## src/rtl/mem_port_arbiter.sv

```systemverilog
// Arbiter that lets the fetch stage (IF) and the memory stage (D) share one
// single-port, variable-latency memory. Define ARB_TIMEOUT_EN to abort BUSY after TIMEOUT cycles.
module mem_port_arbiter #(
    parameter int unsigned WIDTH   = 32,
    parameter int unsigned TIMEOUT = 15
) (
    input  logic             clk,
    input  logic             reset,
    input  logic             if_req,
    input  logic [WIDTH-1:0] if_addr,
    output logic [WIDTH-1:0] if_rdata,
    output logic             if_ack,
    input  logic             d_req,
    input  logic             d_we,
    input  logic [WIDTH-1:0] d_addr,
    input  logic [WIDTH-1:0] d_wdata,
    output logic [WIDTH-1:0] d_rdata,
    output logic             d_ack,
    output logic             mem_en,
    output logic             mem_we,
    output logic [WIDTH-1:0] mem_addr,
    output logic [WIDTH-1:0] mem_wdata,
    input  logic [WIDTH-1:0] mem_rdata,
    input  logic             mem_ready,
    output logic             stall_f,
    output logic             stall_m,
    output logic             bus_err
);

    localparam logic [1:0] S_IDLE    = 2'd0;
    localparam logic [1:0] S_IF_BUSY = 2'd1;
    localparam logic [1:0] S_D_BUSY  = 2'd2;
    localparam logic       G_IF      = 1'b0;
    localparam logic       G_D       = 1'b1;
    localparam int unsigned CNT_W    = $clog2(TIMEOUT + 1);

    logic [1:0]       state_q, state_d;
    logic             last_grant_q, last_grant_d;
    logic             mem_en_q, mem_en_d;
    logic             mem_we_q, mem_we_d;
    logic [WIDTH-1:0] mem_addr_q, mem_addr_d;
    logic [WIDTH-1:0] mem_wdata_q, mem_wdata_d;
    logic [WIDTH-1:0] if_rdata_q, if_rdata_d;
    logic             if_ack_q, if_ack_d;
    logic [WIDTH-1:0] d_rdata_q, d_rdata_d;
    logic             d_ack_q, d_ack_d;
    logic             if_elig_c, d_elig_c;
    logic             busy_end_c, timed_out_c;
    logic [WIDTH-1:0] end_data_c;

`ifdef ARB_TIMEOUT_EN
    logic [CNT_W-1:0] cnt_q, cnt_d;
    logic             bus_err_q, bus_err_d;
`else
    logic [CNT_W-1:0] unused_timeout;
    assign unused_timeout = CNT_W'(TIMEOUT);
`endif

    // A requester whose ack is showing this cycle has just been served and cannot be regranted yet
    assign if_elig_c = if_req & ~if_ack_q;
    assign d_elig_c  = d_req & ~d_ack_q;

    always_comb begin
        state_d      = state_q;
        last_grant_d = last_grant_q;
        mem_en_d     = mem_en_q;
        mem_we_d     = mem_we_q;
        mem_addr_d   = mem_addr_q;
        mem_wdata_d  = mem_wdata_q;
        if_rdata_d   = if_rdata_q;
        if_ack_d     = 1'b0;
        d_rdata_d    = d_rdata_q;
        d_ack_d      = 1'b0;
        busy_end_c   = 1'b0;
        timed_out_c  = 1'b0;
        end_data_c   = mem_rdata;
`ifdef ARB_TIMEOUT_EN
        cnt_d        = cnt_q;
        bus_err_d    = 1'b0;
`endif

        case (state_q)
            S_IDLE: begin
                // D wins a conflict unless it was granted last, giving round-robin fairness
                if (d_elig_c && (!if_elig_c || last_grant_q == G_IF)) begin
                    state_d      = S_D_BUSY;
                    last_grant_d = G_D;
                    mem_en_d     = 1'b1;
                    mem_we_d     = d_we;
                    mem_addr_d   = d_addr;
                    mem_wdata_d  = d_wdata;
`ifdef ARB_TIMEOUT_EN
                    cnt_d        = '0;
`endif
                end else if (if_elig_c) begin
                    state_d      = S_IF_BUSY;
                    last_grant_d = G_IF;
                    mem_en_d     = 1'b1;
                    mem_we_d     = 1'b0;
                    mem_addr_d   = if_addr;
                    mem_wdata_d  = '0;
`ifdef ARB_TIMEOUT_EN
                    cnt_d        = '0;
`endif
                end
            end
            S_IF_BUSY, S_D_BUSY: begin
                busy_end_c = mem_ready;
`ifdef ARB_TIMEOUT_EN
                if (!mem_ready) begin
                    if (cnt_q == CNT_W'(TIMEOUT - 1)) begin
                        busy_end_c  = 1'b1;
                        timed_out_c = 1'b1;
                        end_data_c  = '0;
                        bus_err_d   = 1'b1;
                    end else begin
                        cnt_d = cnt_q + CNT_W'(1);
                    end
                end
`endif
                if (busy_end_c) begin
                    state_d  = S_IDLE;
                    mem_en_d = 1'b0;
                    mem_we_d = 1'b0;
                    if (state_q == S_IF_BUSY) begin
                        if_ack_d   = 1'b1;
                        if_rdata_d = end_data_c;
                    end else begin
                        d_ack_d = 1'b1;
                        if (!mem_we_q || timed_out_c) begin
                            d_rdata_d = end_data_c;
                        end
                    end
                end
            end
            default: begin
                state_d  = S_IDLE;
                mem_en_d = 1'b0;
                mem_we_d = 1'b0;
            end
        endcase
    end

    always_ff @(posedge clk or negedge reset) begin
        if (!reset) begin
            state_q      <= S_IDLE;
            last_grant_q <= G_IF;
            mem_en_q     <= 1'b0;
            mem_we_q     <= 1'b0;
            mem_addr_q   <= '0;
            mem_wdata_q  <= '0;
            if_rdata_q   <= '0;
            if_ack_q     <= 1'b0;
            d_rdata_q    <= '0;
            d_ack_q      <= 1'b0;
        end else begin
            state_q      <= state_d;
            last_grant_q <= last_grant_d;
            mem_en_q     <= mem_en_d;
            mem_we_q     <= mem_we_d;
            mem_addr_q   <= mem_addr_d;
            mem_wdata_q  <= mem_wdata_d;
            if_rdata_q   <= if_rdata_d;
            if_ack_q     <= if_ack_d;
            d_rdata_q    <= d_rdata_d;
            d_ack_q      <= d_ack_d;
        end
    end

`ifdef ARB_TIMEOUT_EN
    always_ff @(posedge clk or negedge reset) begin
        if (!reset) begin
            cnt_q     <= '0;
            bus_err_q <= 1'b0;
        end else begin
            cnt_q     <= cnt_d;
            bus_err_q <= bus_err_d;
        end
    end
    assign bus_err = bus_err_q;
`else
    assign bus_err = 1'b0;
`endif

    assign if_rdata  = if_rdata_q;
    assign if_ack    = if_ack_q;
    assign d_rdata   = d_rdata_q;
    assign d_ack     = d_ack_q;
    assign mem_en    = mem_en_q;
    assign mem_we    = mem_we_q;
    assign mem_addr  = mem_addr_q;
    assign mem_wdata = mem_wdata_q;
    assign stall_f   = if_req & ~if_ack_q;
    assign stall_m   = d_req & ~d_ack_q;

endmodule

```

## config.mk

```make
export PLATFORM = sky130hd
export DESIGN_NAME = mem_port_arbiter
export DESIGN_NICKNAME = d
export VERILOG_FILES = /design/src/rtl/mem_port_arbiter.sv
export SDC_FILE = /design/constraint.sdc
export NUM_CORES = 1
export LEC_CHECK = 0
export BUFFER_PORTS_ARGS = -buffer_cell sky130_fd_sc_hd__buf_4
export CAP_MARGIN = 5
export CORE_UTILIZATION = 35
export DETAILED_ROUTE_END_ITERATION = 6
export GPL_TIMING_DRIVEN = 0
export HOLD_SLACK_MARGIN = 0.02
export PLACE_DENSITY = 0.67
export SETUP_SLACK_MARGIN = 0.15
export SLEW_MARGIN = 10
export SYNTH_ARGS = -nofsm -noshare
export SYNTH_HDL_FRONTEND = slang
export SYNTH_SLANG_ARGS = --single-unit
```

## constraint.sdc

```tcl
create_clock -name clk -period 3.5 [get_ports clk]
set_clock_uncertainty 0.1 [all_clocks]
set_input_delay 0.35 -clock clk [delete_from_list [all_inputs] [get_ports clk]]
set_output_delay 0.35 -clock clk [all_outputs]
set_load 0.02 [all_outputs]
```

=== Yosys cells after proc, flatten, opt, wreduce, memory -nomap -nowiden ===
Index checks and enable logic that the tools add are counted.

* Flip-flop bits (word level): 135
* Input port bits: 134

* Equality and inequality tests: 4
* Multiplexer cells: 22
* Bitwise gates (word level): 7
* Reduce and logical (&&, ||, !) cells: 10

{| class="wikitable"
|+ Operators with widths
! cell !! number
|-
| 32-bit 2-to-1 mux || 4
|-
| 1-bit 2-to-1 mux || 12
|-
| 2-bit 2-to-1 mux || 3
|-
| 1-bit inverter || 5
|-
| 1-bit case mux with 2 select lines || 2
|-
| 2-bit case mux with 2 select lines || 1
|-
| 2-bit AND reduction || 2
|-
| 4-bit AND reduction || 1
|-
| 3-bit != test, second input constant || 1
|-
| 3-bit AND reduction || 1
|-
| 1-bit AND || 2
|-
| 2-bit by 1-bit equality test with 1-bit output, second input constant || 1
|-
| 2-bit equality test, second input constant || 1
|-
| 2-bit zero test || 1
|-
| 2-bit != test, second input constant || 1
|-
| 2-bit nonzero test || 1
|-
| 2-bit OR reduction || 1
|-
| 1-bit logical AND || 1
|-
| 1-bit zero test || 1
|-
| 1-bit logical OR || 1
|}

=== Depth between registers and ports, before layout ===
Gate-level depths: netlist of the first run.

* Depth in word-level cells: 7
* Mapped depth: 6

=== Least setup slack after synthesis of the first run ===
No wires, ideal clock.

* Kind: register to register
* Start: register state_q[0]
* End: register d_rdata_q[11] (netlist: d_rdata[11])
* Library setup time: 0.125 ns
* Arrival time: 1.537 ns
* Data required time: 3.275 ns
* Setup slack: 1.739 ns
* Stages on the path, launching flop included: 7
* Buffers on the path: 1
* Cells stage by stage: dfrtp_1 -> inv_1 -> ha_1 -> nand2_1 -> nor3_2 -> buf_2 -> mux2_2

* Word-level cells in the longest chain between the ends: 3
* Elaborated cells between the ends (all ways): 5
* Classes of those cells: eq/ne (2); bitwise (1); reduce/logical (2)

{| class="wikitable"
|+ Ends and longest elaborated chain
! item !! line !! text
|-
| from (decl) || 37 || <nowiki>logic [1:0] state_q, state_d;</nowiki>
|-
| from (signal assigned) || 157 || <nowiki>state_q <= state_d;</nowiki>
|-
| 2-bit by 1-bit equality test with 1-bit output or 2-bit equality test (tied branches) || 82, 125 ||
|-
| 2-bit OR reduction or 1-bit inverter (tied branches) || -- ||
|-
| 4-bit AND reduction (no source line) * || -- ||
|-
| to (signal assigned) || 165 || <nowiki>d_rdata_q <= d_rdata_d;</nowiki>
|-
| to (decl) || 45 || <nowiki>logic [WIDTH-1:0] d_rdata_q, d_rdata_d;</nowiki>
|}

Every way passes the cells marked *; elsewhere a longest branch is shown, timed or not.
A chain may end at the register's enable or synchronous reset.

=== Worst setup path in the final report of the first run ===
* Start: register state_q[0]
* End: register d_rdata_q[25] (netlist: d_rdata[25])

Same word-level chain as after synthesis.

==> results of run 1 <==
## metrics by stage
step	hold WS, ns	std cells	setup WS (ns)
6_report	0.0496	955	1.43
5_1_grt	0.0288	955	1.27
4_1_cts	0.0293	955	1.40
3_5_place_dp	0.197	922	1.41
3_3_place_gp	0.370	921	1.43
2_1_floorplan	-0.0456	434	1.74
## flip-flops by register name, indices dropped and copies added (netlist names)
signal,count
d_rdata,32
if_rdata,32
mem_addr,32
mem_wdata,32
state_q,2
d_ack,1
if_ack,1
last_grant_q,1
mem_en,1
mem_we,1
## final cells by class
type | instances | area share [%]
Inverter | 7 | 0.294
Tap cell | 220 | 3.08
Multi-Input combinational cell | 249 | 26.9
Clock inverter | 15 | 1.57
Sequential cell | 135 | 37.8
Clock buffer | 17 | 4.76
Timing Repair Buffer | 269 | 22.9
Buffer | 43 | 2.74
## final timing paths
path	to	slack [ns]	cells after the start
min in group asynchronous	d_rdata[24]$_DFFE_PN0P_	0.31	2
max	d_rdata[25]$_DFFE_PN0P_	1.43	6
min reg2reg	d_rdata[17]$_DFFE_PN0P_	0.40	1
max in group asynchronous	mem_wdata[0]$_DFFE_PN0P_	2.19	3
min	mem_wdata[26]$_DFFE_PN0P_	0.05	2
max reg2reg	d_rdata[25]$_DFFE_PN0P_	1.43	6
## worst max-delay path: cells and delay by family, from the launching register on
kind | cells | cell delay (ns)
flip-flops | 1 | 0.37
buffers and inverters | 2 | 0.41
AND/OR/NAND/NOR | 2 | 0.41
adder cells (fa/ha/maj) | 1 | 0.29
multiplexers | 1 | 0.37
## cell usage after synthesis (2+ instances only)
master,n
a221oi_1,32
a22o_1,32
a2bb2oi_1,2
a2bb2oi_2,30
a32o_1,2
and3b_1,33
buf_2,10
buf_4,5
buf_6,7
clkbuf_1,21
dfrtp_1,135
ha_1,2
inv_1,5
inv_2,2
mux2_1,2
mux2_2,62
nand2_1,2
nand2b_1,2
nor2_1,2
o21ai_0,29
o21ai_1,5
## layer usage
| layer | track usage, % | up-vias | routed length (um) |
|---|---|---|---|
| met1 | 23.6 | 2477 | 6890 |
| met5 | 0 | - | 0 |
| li1 | - | 2242 | - |
| met4 | 9.03 | 0 | 494 |
| met3 | 6.62 | 43 | 1480 |
| met2 | 33.9 | 239 | 8770 |
## logic make-up (layout without fill, tap and decap cells)
kind of cell	count (synthesis)	count (layout)	synth area share, %
buffers and inverters	50	351	4.49
AND/OR/NAND/NOR	44	44	6.12
flip-flops	135	135	55.8
other	1	1	0.0620
adder cells (fa/ha/maj)	2	2	0.413
multiplexers	64	64	11.9
AO/OA/AOI/OAI	138	138	21.2
## layout by cell type (no fill, tap or decap), types with 8 or more instances in the layout
cell and count:
mux2_2 62, a22o_1 32, o21ai_0 29, clkbuf_16 17, and3b_1 33, buf_4 271
buf_2 10, buf_6 8, a2bb2oi_2 30, a221oi_1 32, dfrtp_1 135, clkbuf_1 21
## power groups by stage
stage | clock, mW | combinational [mW] | sequential (mW)
global placement | 0 | 4.62 | 2.78
finish | 1.71 | 4.70 | 2.80
global route | 1.84 | 4.98 | 2.89
CTS | 1.76 | 4.74 | 2.80
floorplan | 0 | 2.03 | 3.62
detailed placement | 0 | 4.73 | 2.81
==> results.md, run 1 <==
* Iter 0 DRT Violations at 227
* Nets at 858
* Yosys cell types at 33
* Register area share after synthesis at between 50% and 60%
* Design Power at 9.21 mW
* Layout area overhead at 47.7%
* Setup bufs post-CTS at 0
* Seq pwr share at 30.4%
* Placer congestion estimate at between 0.7 and 0.8
* Synth top area share at a little under three fifths
* Setup crit start: state_q[0]$_DFFE_PN0P_
* CTS tree: built
* RR Startpoint: state_q[0]$_DFFE_PN0P_
* Buffers on Ports at 267
* Antenna viol nets, final at 0
* Via count at 5001
* DPL Wire Length at ~13000 um
* H-Tree Level Count at 4
* Dominant cells by area after synthesis: dfrtp_1, mux2_2, a2bb2oi_2
* Worst vdd ir at 0.536 mV
* Fill cells at ~1400
* Share of layout cells above drive strength 1 at a little under three fifths
* Status: completed
* Syn Inst Count at about 430
* Critical path, cell by cell: inv_1 > ha_1 > nand2_1 > nor3_2 > buf_2 > mux2_2
* Largest net degree at the start of global routing at 96
* Final wirelength at 17600 um
* Clock Pin Slew Worst Setup and Hold Paths at 0.06 ns
* Critical path launch point type: register
* EDFF count, synth at 0
* Die Height at 133 um
* Ys flop type: dfrtp_1
* F_max at around 480 MHz
* Site Rows at 47
* Critical path type: reg2reg
* #FFs+latches synth at approximately 140
* Vias in the first global route at around 5300
* Multi-input gate area in the final layout at ~2400 um2
* Grt ovf at 0
* Clk buf depth at 2
* CP max stage delay at between 0.3 and 0.4 ns
* Critical path endpoint category: register
* Min Clock Period, post-route at 2.07 ns
* Top-level port count at between 200 and 300
* Psw at between 3 and 4 mW
* Post-Route Utilization at 53.3%
* Diode count at 0
* Worst-Margin Slew at 0.547 ns
* CTS Buf Count at 17
* Clk root buf: clkbuf_16
* Max_cap viols at 0
* Internal power at 5.59 mW
* TNS Setup at 0 ns
* Combinational group share of total power at around half
* Post-route cell area at 8940 um2
* # setup viols final at 0
* CP max FO at 10
* WP data arrival at 2.26 ns
* Residual DRC at 0
* RSZ-0062 raised after global routing: false
* Hold Crit Class: in2reg
* Worst path slowest cell: dfrtp_1
* Async set or reset register ratio after synthesis at 100%
* Per-cell routed wire length at 18.5 um
* Synthesized area per cell at 13.9 um2
* Area of the mapped netlist at slightly above 6000 um2
* Register area at 3380 um2
* DR vias/cell at approximately 5.2
* Hold Crit Start: d_wdata[26]
* Initial antenna violation count at 0
* Area after DPL at ~8400 um2
* CTS Hold Bufs at 1
* Sw frac at 39.2%
* Max Slew Vio Count at 0
* Slew Limit Headroom at 63.1%
* Post-CTS sizing at 0
* PD cells at approximately 1000 nW/um2
* Clock power share at 18.6%
* Final Hold Viols at 0
* Static Leakage at 4.26 nW
* Total global-route track usage at 20.2%
* Clock Latency Late Sink at ~0.41 ns
* Core Box Area at 16800 um2
* Drt pass-1 iters at 4
* Synth Warn # at 0
* Clock Sinks at between 100 and 150
* First-pass GRT wire length at 27900 um
* Starting Density at 36.1%
* Syn Nets at 570
* Worst Path Required at around 3.7 ns
* Die area at 17800 um2
* Die Span X at 133 um
* Period utilisation layout at 59.2%
* Post-synth top area cell: dfrtp_1
Power figures use the tool's default switching activity.
==> inputs of run 2 (changes only) <==
--- a/config.mk
+++ b/config.mk
@@ -5,13 +5,14 @@
 export SDC_FILE = /design/constraint.sdc
 export NUM_CORES = 1
 export LEC_CHECK = 0
+export ABC_AREA = 1
 export BUFFER_PORTS_ARGS = -buffer_cell sky130_fd_sc_hd__buf_4
 export CAP_MARGIN = 5
 export CORE_UTILIZATION = 35
 export DETAILED_ROUTE_END_ITERATION = 6
 export GPL_TIMING_DRIVEN = 0
 export HOLD_SLACK_MARGIN = 0.02
-export PLACE_DENSITY = 0.67
+export PLACE_DENSITY = 0.71
 export SETUP_SLACK_MARGIN = 0.15
 export SLEW_MARGIN = 10
 export SYNTH_ARGS = -nofsm -noshare
==> constraint.sdc (replaced) <==
create_clock -name clk -period 1.9 [get_ports clk]
set_clock_uncertainty 0.1 [all_clocks]
set_input_delay 0.19 -clock clk [delete_from_list [all_inputs] [get_ports clk]]
set_output_delay 0.19 -clock clk [all_outputs]
set_load 0.02 [all_outputs]
==> run 2 against run 1 <==
Combinational power rose by 56%; sequential power is 76% higher; die area down 6.3%; non-clock buffer count grew 128.
==> results.md, run 2 <==
* Critical path launch point type: register
* Clock Sinks at 135 (unchanged)
* Status: completed
* Period utilisation layout at 89.7% (+31 points)
* Commonest non-fill, non-tap cell in the layout: buf_4
* Internal power at 9.23 mW (+65%)
* # setup viols final at 0 (unchanged)
* Register area share after synthesis at 59.7% (+3.8 points)
* Die Span X at 129 um (-3.2%)
* Syn Inst Count at 660 (+52%)
* GRT met1 Usage at 25.7% (+2.1 points)
* RSZ-0062 raised after global routing: true
* Die Height at 129 um (-3.2%)
* Worst path slowest cell: dfrtp_1
* Sw frac at 40.7% (+1.5 points)
* Antenna viol nets, final at 0 (unchanged)
* Async set or reset register ratio after synthesis at 100% (unchanged)
* Critical path type: reg2reg
* Psw at 6.33 mW (+75%)
* DPL Wire Length at 11900 um (-10%)
* Total global-route track usage at 23.2% (+3.0 points)
* PnR worst setup slack at 0.195 ns (-1.23 ns)
* Top-level port count at 269 (unchanged)
* Max_cap viols at 0 (unchanged)
* H-Tree Level Count at 4 (unchanged)
* Worst Path Required at 2.08 ns (-1.61 ns)
* Worst-Margin Slew at 0.657 ns (+0.109 ns)
* Post-route cell area at 9980 um2 (+12%)
* Dominant cells by area after synthesis: dfrtp_1, nand2_1, o21ai_0
* Top Usage Layer GRT: met2
* Setup crit start: if_ack$_DFF_PN0_
* Seq pwr share at 31.8% (+1.4 points)
* Syn Nets at 796 (+40%)
* Slew Limit Headroom at 56.2% (-6.9 points)
* Synth top area share at 59.7% (+3.8 points)
* #FFs+latches synth at 135 (unchanged)
* Residual DRC at 0 (unchanged)
* WP buf/inv at 2 (unchanged)
* CTS tree: built
* Worst reg2reg path depth at 7 (+1)
* Drt pass-1 iters at 5 (+1)
* Core Box Area at 15800 um2 (-5.6%)
* Vias in the first global route at 6069 (+15%)
* Max Slew Vio Count at 0 (unchanged)
* Most common cell in the netlist: nand2_1
* Via count at 6024 (+20%)
* Final wirelength at 19500 um (+10%)
* Placed instance count at 1144 (+24%)
* Yosys cell types at 18 (-45%)
* Buffers on Ports at 267 (unchanged)
* Post-synth top area cell: dfrtp_1
* Clock power share at 21.2% (+2.6 points)
* Synthesized area per cell at 8.58 um2 (-38%)
* Design Power at 15.6 mW (+69%)
* Diode count at 0 (unchanged)
* Synth Warn # at 0 (unchanged)
* Setup slack, reg-to-reg at 0.20 ns (-1.23 ns)
* Initial antenna violation count at 0 (unchanged)
* Min Clock Period, post-route at 1.70 ns (-0.366 ns)
* Largest net degree at the start of global routing at 69 (-28%)
* M3 GR Usage at 6.61% (-0.015 points)
* Clock Pin Slew Worst Setup and Hold Paths at 0.06 ns (about the same)
* Area of the mapped netlist at 5660 um2 (-6.4%)
* Iter 0 DRT Violations at 281 (+24%)
* CTS Buf Count at 17 (unchanged)
* Critical path endpoint category: register
* Layout area overhead at 76.3%
* Grt ovf at 0 (unchanged)
* RR Startpoint: if_ack$_DFF_PN0_
* Starting Density at 35.8% (-0.33 points)
* Per-cell routed wire length at 14.8 um (-20%)
* Final Hold Viols at 0 (unchanged)
* Clk root buf: clkbuf_16
* CP max stage delay at 0.38 ns (about the same)
* DR vias/cell at 4.59 (-12%)
* CP max FO at 10 (unchanged)
* Worst vdd ir at 0.890 mV (+66%)
* Post-Place Setup Slack at -0.0519 ns (-1.46 ns)
* Nets at 1220 (+42%)
* Static Leakage at 5.42 nW (+27%)
* WP data arrival at 1.88 ns (-0.38 ns)
* Top delay family on crit path: simple AND/OR/NAND/NOR gates
* Met2 usage in global routing at 40.5% (+6.5 points)
* EDFF count, synth at 0 (unchanged)
* Area after DPL at 7970 um2 (-4.7%)
* Ys flop type: dfrtp_1
* Clk buf depth at 2 (unchanged)
* Clock Latency Late Sink at 0.41 ns (about the same)
* Non-Filler Instances at 1313 (+37%)
* Post-Route Utilization at 63.1% (+9.7 points)
* Hold Crit Class: in2reg
* Combinational group share of total power at 47.0% (-4.0 points)
* PD cells at 1560 nW/um2 (+51%)
* F_max at 587 MHz (+21%)
* RR Endpoint: mem_addr[13]$_DFFE_PN0P_
* Crit path capture: mem_addr[13]$_DFFE_PN0P_
* Most instantiated cells after synthesis: nand2_1, dfrtp_1, inv_1, o21ai_0, nand3_1
* Site Rows at 46 (-2.1%)
* Worst path depth at 7 (+1)
* Die area at 16700 um2 (-6.3%)
* TNS Setup at 0 ns (unchanged)
* Most frequent cells in the layout: buf_4, nand2_1, dfrtp_1, dlygate4sd3_1, inv_1
* Placer congestion estimate at 0.770 (-0.17%)
* Hold WS at 0.0866 ns (+0.0370 ns)
* Critical path, cell by cell: inv_1 > nand3_1 > nand2_2 > buf_2 > nand2_1 > nand3_1 > nand2_1
* Share of layout cells above drive strength 1 at 31.4% (-26 points)
* First-pass GRT wire length at 29600 um (+6.1%)
run 2: cell count changes after synthesis, moves of 6 or more:
cell,previous run,this run
nand2_1,2,271
inv_1,5,73
mux2_2,62,0
o21ai_0,29,67
nand3_1,0,36
and3b_1,33,0
a221oi_1,32,0
a22o_1,32,0
nand3b_1,1,32
a2bb2oi_2,30,0
buf_2,10,17
buf_6,7,1
run 2: layer usage:
| metal | vias up | share of wire, % |
|---|---|---|
| met5 | - | 0 |
| met3 | 60 | 7.1 |
| met2 | 254 | 50 |
| met4 | 0 | 3.5 |
| met1 | 2821 | 40 |
| li1 | 2889 | - |
run 2: what timing repair did:
action / 4_1_cts / 5_1_grt
pin swaps: 0 / 2
endpoints found under the hold margin: 197 / 0
endpoints found under the setup margin: 93 / 126
gates cloned: 0 / 1
resized for setup: 12 / 35
hold buffers: 130 / 0
buffers inserted: 0 / 7
run 2: cell type report:
type	instances	area [um2]
Multi-Input combinational cell	414	1870
Fill cell	1259	5840
Buffer	35	201
Clock buffer	19	433
Inverter	76	285
Sequential cell	135	3380
Timing Repair Buffer	405	3390
Tap cell	216	270
Clock inverter	13	156
run 2: worst min-delay path: cells and delay by family:
kind | cells | cell delay (ns)
buf+inv | 1 | 0.09
simple gates | 3 | 0.28
run 2: worst min path at each step:
| stage | start | to | slack (ns) | cells past startpoint |
|---|---|---|---|---|
| 2_1_floorplan | reset | d_ack$_DFF_PN0_ | -0.21 | 0 |
| 3_3_place_gp | d_wdata[20] | mem_wdata[20]$_DFFE_PN0P_ | 0.29 | 3 |
| 3_5_place_dp | reset | mem_addr[18]$_DFFE_PN0P_ | 0.13 | 1 |
| 4_1_cts | d_addr[25] | mem_addr[25]$_DFFE_PN0P_ | 0.03 | 4 |
| 5_1_grt | d_addr[25] | mem_addr[25]$_DFFE_PN0P_ | 0.09 | 4 |
| 6_report | d_addr[25] | mem_addr[25]$_DFFE_PN0P_ | 0.09 | 4 |
run 2: cell families after synthesis:
logic type	count (synthesis)	synth area share, %
and+or+nand+nor	342	25.8
other	1	0.0662
buffers and inverters	112	8.00
AOI/OAI and AO/OA	68	6.08
DFF	135	59.7
adders and majority gates	2	0.442
run 2: power by group through the flow:
stage / Sequential (mW) / Combinational, mW / Clock, mW
final: 4.94 / 7.31 / 3.30
after global routing: 5.08 / 7.95 / 3.49
after CTS: 4.91 / 7.09 / 3.36
after detailed placement: 4.91 / 6.84 / 0
after global placement: 4.89 / 6.73 / 0
after floorplan: 6.40 / 2.19 / 0
==> inputs of run 3 (changes only) <==
--- a/config.mk
+++ b/config.mk
@@ -8,11 +8,13 @@
 export ABC_AREA = 1
 export BUFFER_PORTS_ARGS = -buffer_cell sky130_fd_sc_hd__buf_4
 export CAP_MARGIN = 5
-export CORE_UTILIZATION = 35
+export CELL_PAD_IN_SITES_DETAIL_PLACEMENT = 0
+export CELL_PAD_IN_SITES_GLOBAL_PLACEMENT = 1
+export CORE_UTILIZATION = 30
 export DETAILED_ROUTE_END_ITERATION = 6
 export GPL_TIMING_DRIVEN = 0
 export HOLD_SLACK_MARGIN = 0.02
-export PLACE_DENSITY = 0.71
+export PLACE_DENSITY = 0.82
 export SETUP_SLACK_MARGIN = 0.15
 export SLEW_MARGIN = 10
 export SYNTH_ARGS = -nofsm -noshare
==> run 3 against run 2 <==
Final cell count rose by 0.99%; highest routed layer unchanged; sequential share of layout area fell by 0.080 points; first-iteration DRC count fell by 21%; critical path type unchanged; utilization fell by 8.1 points; register-to-register slack barely moved; largest power group unchanged; maximum frequency rose by 0.43%; non-clock buffer count did not move; combinational power barely moved; sequential power barely moved.
==> results.md, run 3 (synthesis gave the netlist of run 2 again) <==
* F_max at 589 MHz (+0.43%)
* Hold Path End: mem_addr[28]$_DFFE_PN0P_
* CP max FO at 10 (unchanged)
* Worst-Margin Slew at 0.677 ns (+0.0204 ns)
* Iter 0 DRT Violations at 222 (-21%)
* Critical path type: reg2reg
* Period utilisation layout at 89.3% (-0.38 points)
* Diode count at 0 (unchanged)
* Placer congestion estimate at 0.756 (-1.8%)
* Final wirelength at 19200 um (-1.3%)
* Multi-input gate area in the final layout at 1870 um2 (-0.13%)
* M3 GR Usage at 6.61% (about the same)
* Grt ovf at 0 (unchanged)
* Via count at 5914 (-1.8%)
* Commonest non-fill, non-tap cell in the layout: buf_4
* Area after DPL at 7990 um2 (+0.20%)
* Met2 usage in global routing at 33.9% (-6.6 points)
* Site Rows at 49 (+6.5%)
* Buffers on Ports at 267 (unchanged)
* Hold Crit Class: in2reg
* Critical path endpoint category: register
* RR Startpoint: state_q[1]$_DFFE_PN0P_
* Register area at 3380 um2 (unchanged)
* Vias in the first global route at 6040 (-0.48%)
* Post-Route Utilization at 55.0% (-8.1 points)
* Worst reg2reg path depth at 9 (+2)
* Layout area overhead at 76.7%
* Max Slew Vio Count at 0 (unchanged)
* Clock Pin Slew Worst Setup and Hold Paths at 0.06 ns (about the same)
* H-Tree Level Count at 4 (unchanged)
* WP data arrival at 1.90 ns (+0.02 ns)
* Total global-route track usage at 20.2% (-3.1 points)
* RSZ-0062 raised after global routing: true
* First-pass GRT wire length at 31000 um (+4.8%)
* Static Leakage at 5.42 nW (about the same)
* RR Endpoint: mem_addr[26]$_DFFE_PN0P_
* Per-cell routed wire length at 14.5 um (-2.2%)
* Clock Sinks at 135 (unchanged)
* Hold-critical path depth at 4 (unchanged)
* Share of layout cells above drive strength 1 at 31.7% (+0.27 points)
* Starting Density at 31.1% (-4.7 points)
* Clk buf depth at 2 (unchanged)
* Post-route cell area at 10000 um2 (+0.24%)
* Final Hold Viols at 0 (unchanged)
* Die Span X at 139 um (+7.9%)
* DPL Wire Length at 12400 um (+4.3%)
* Residual DRC at 0 (unchanged)
* DR vias/cell at 4.46 (-2.8%)
* CTS tree: built
* Antenna viol nets, final at 0 (unchanged)
* Clock Latency Late Sink at 0.41 ns (about the same)
* Die Height at 139 um (+7.9%)
* PD cells at 1550 nW/um2 (-0.39%)
* Slew Limit Headroom at 54.9% (-1.4 points)
* Top Usage Layer GRT: met2
* # setup viols final at 0 (unchanged)
* Worst vdd ir at 0.888 mV (-0.30%)
* Die area at 19400 um2 (+16%)
* Core Box Area at 18200 um2 (+15%)
* Hold Crit Start: d_addr[28]
* Max_cap viols at 0 (unchanged)
* Top-level port count at 269 (unchanged)
* Most frequent cells in the layout: buf_4, nand2_1, dfrtp_1, dlygate4sd3_1, inv_1
* Largest net degree at the start of global routing at 70 (+1.4%)
* Worst Path Required at 2.10 ns (+0.02 ns)
* Fill cells at 1640 (+30%)
* Setup slack, reg-to-reg at 0.20 ns (about the same)
* Drt pass-1 iters at 4 (-1)
* Status: completed
* CTS Buf Count at 17 (unchanged)
* Critical path launch point type: register
* Initial antenna violation count at 0 (unchanged)
* GRT met1 Usage at 23.9% (-1.8 points)
* Nets at 1220 (unchanged)
* Min Clock Period, post-route at 1.70 ns (-0.00730 ns)
* Clk root buf: clkbuf_16
run 3: cell count changes in the layout (fill, tap and decap cells not counted), sizes merged:
cell	change
buf	-6
clkbuf	+4
inv	+9
bufinv	-2
clkinv	-6
clkinvlp	+1
run 3: stage by stage:
step           hold slack (ns)  setup WS, ns  setup TNS (ns)  instances  total power [mW]
2_1_floorplan           -0.206         0.333               0        660              8.59
3_3_place_gp             0.291       -0.0714           -9.07       1156              11.7
3_5_place_dp             0.143       -0.0809           -1.56       1157              11.8
4_1_cts                 0.0270         0.129               0       1322              15.5
5_1_grt                 0.0734        0.0911               0       1326              16.6
6_report                0.0350         0.202               0       1326              15.5
run 3: final cells by class:
cell class	count	area share, %
buffer	36	2.26
clock buffer	17	4.25
clock inverter	15	1.56
inverter	76	2.85
multi-input combinational	414	18.7
sequential	135	33.8
tap	229	2.86
timing repair buffer	404	33.8
run 3: critical path, stage by stage (launching register included):
cell     delay (ns)
dfrtp_1        0.38
inv_1          0.09
ha_1           0.21
inv_1          0.10
a21oi_4        0.16
inv_2          0.06
buf_6          0.14
buf_2          0.20
nand2_1        0.09
nand2_1        0.06
run 3: worst max-delay path by stage:
| stage | start | endpoint | slack, ns | cells after the start |
|---|---|---|---|---|
| 2_1_floorplan | d_ack$_DFF_PN0_ | mem_addr[23]$_DFFE_PN0P_ | 0.33 | 5 |
| 3_3_place_gp | reset | mem_wdata[19]$_DFFE_PN0P_ | -0.07 | 1 |
| 3_5_place_dp | state_q[0]$_DFFE_PN0P_ | d_rdata[12]$_DFFE_PN0P_ | -0.08 | 8 |
| 4_1_cts | d_ack$_DFF_PN0_ | stall_m | 0.13 | 3 |
| 5_1_grt | state_q[1]$_DFFE_PN0P_ | mem_addr[26]$_DFFE_PN0P_ | 0.09 | 9 |
| 6_report | state_q[1]$_DFFE_PN0P_ | mem_addr[26]$_DFFE_PN0P_ | 0.20 | 9 |
run 3: per-layer routing:
layer | up-vias | wire (um)
met1 | 2786 | 8100
met4 | 0 | 498
li1 | 2880 | -
met3 | 34 | 1440
met5 | - | 0
met2 | 214 | 9200
run 3: timing repair:
item                                   CTS  global route
endpoints found under the hold margin  198             0
setup endpoints to repair               93            90
pin swaps                                0             3
resized for setup                       13            43
hold buffers                           130             0
gates cloned                             0             1
buffers inserted                         3             3
run 3: power breakdown:
part / switching (mW) / leakage [nW] / internal [mW]
sequential: 0.743 / 1.69 / 4.18
clock: 1.43 / 0.278 / 1.86
combinational: 4.31 / 3.45 / 3.02
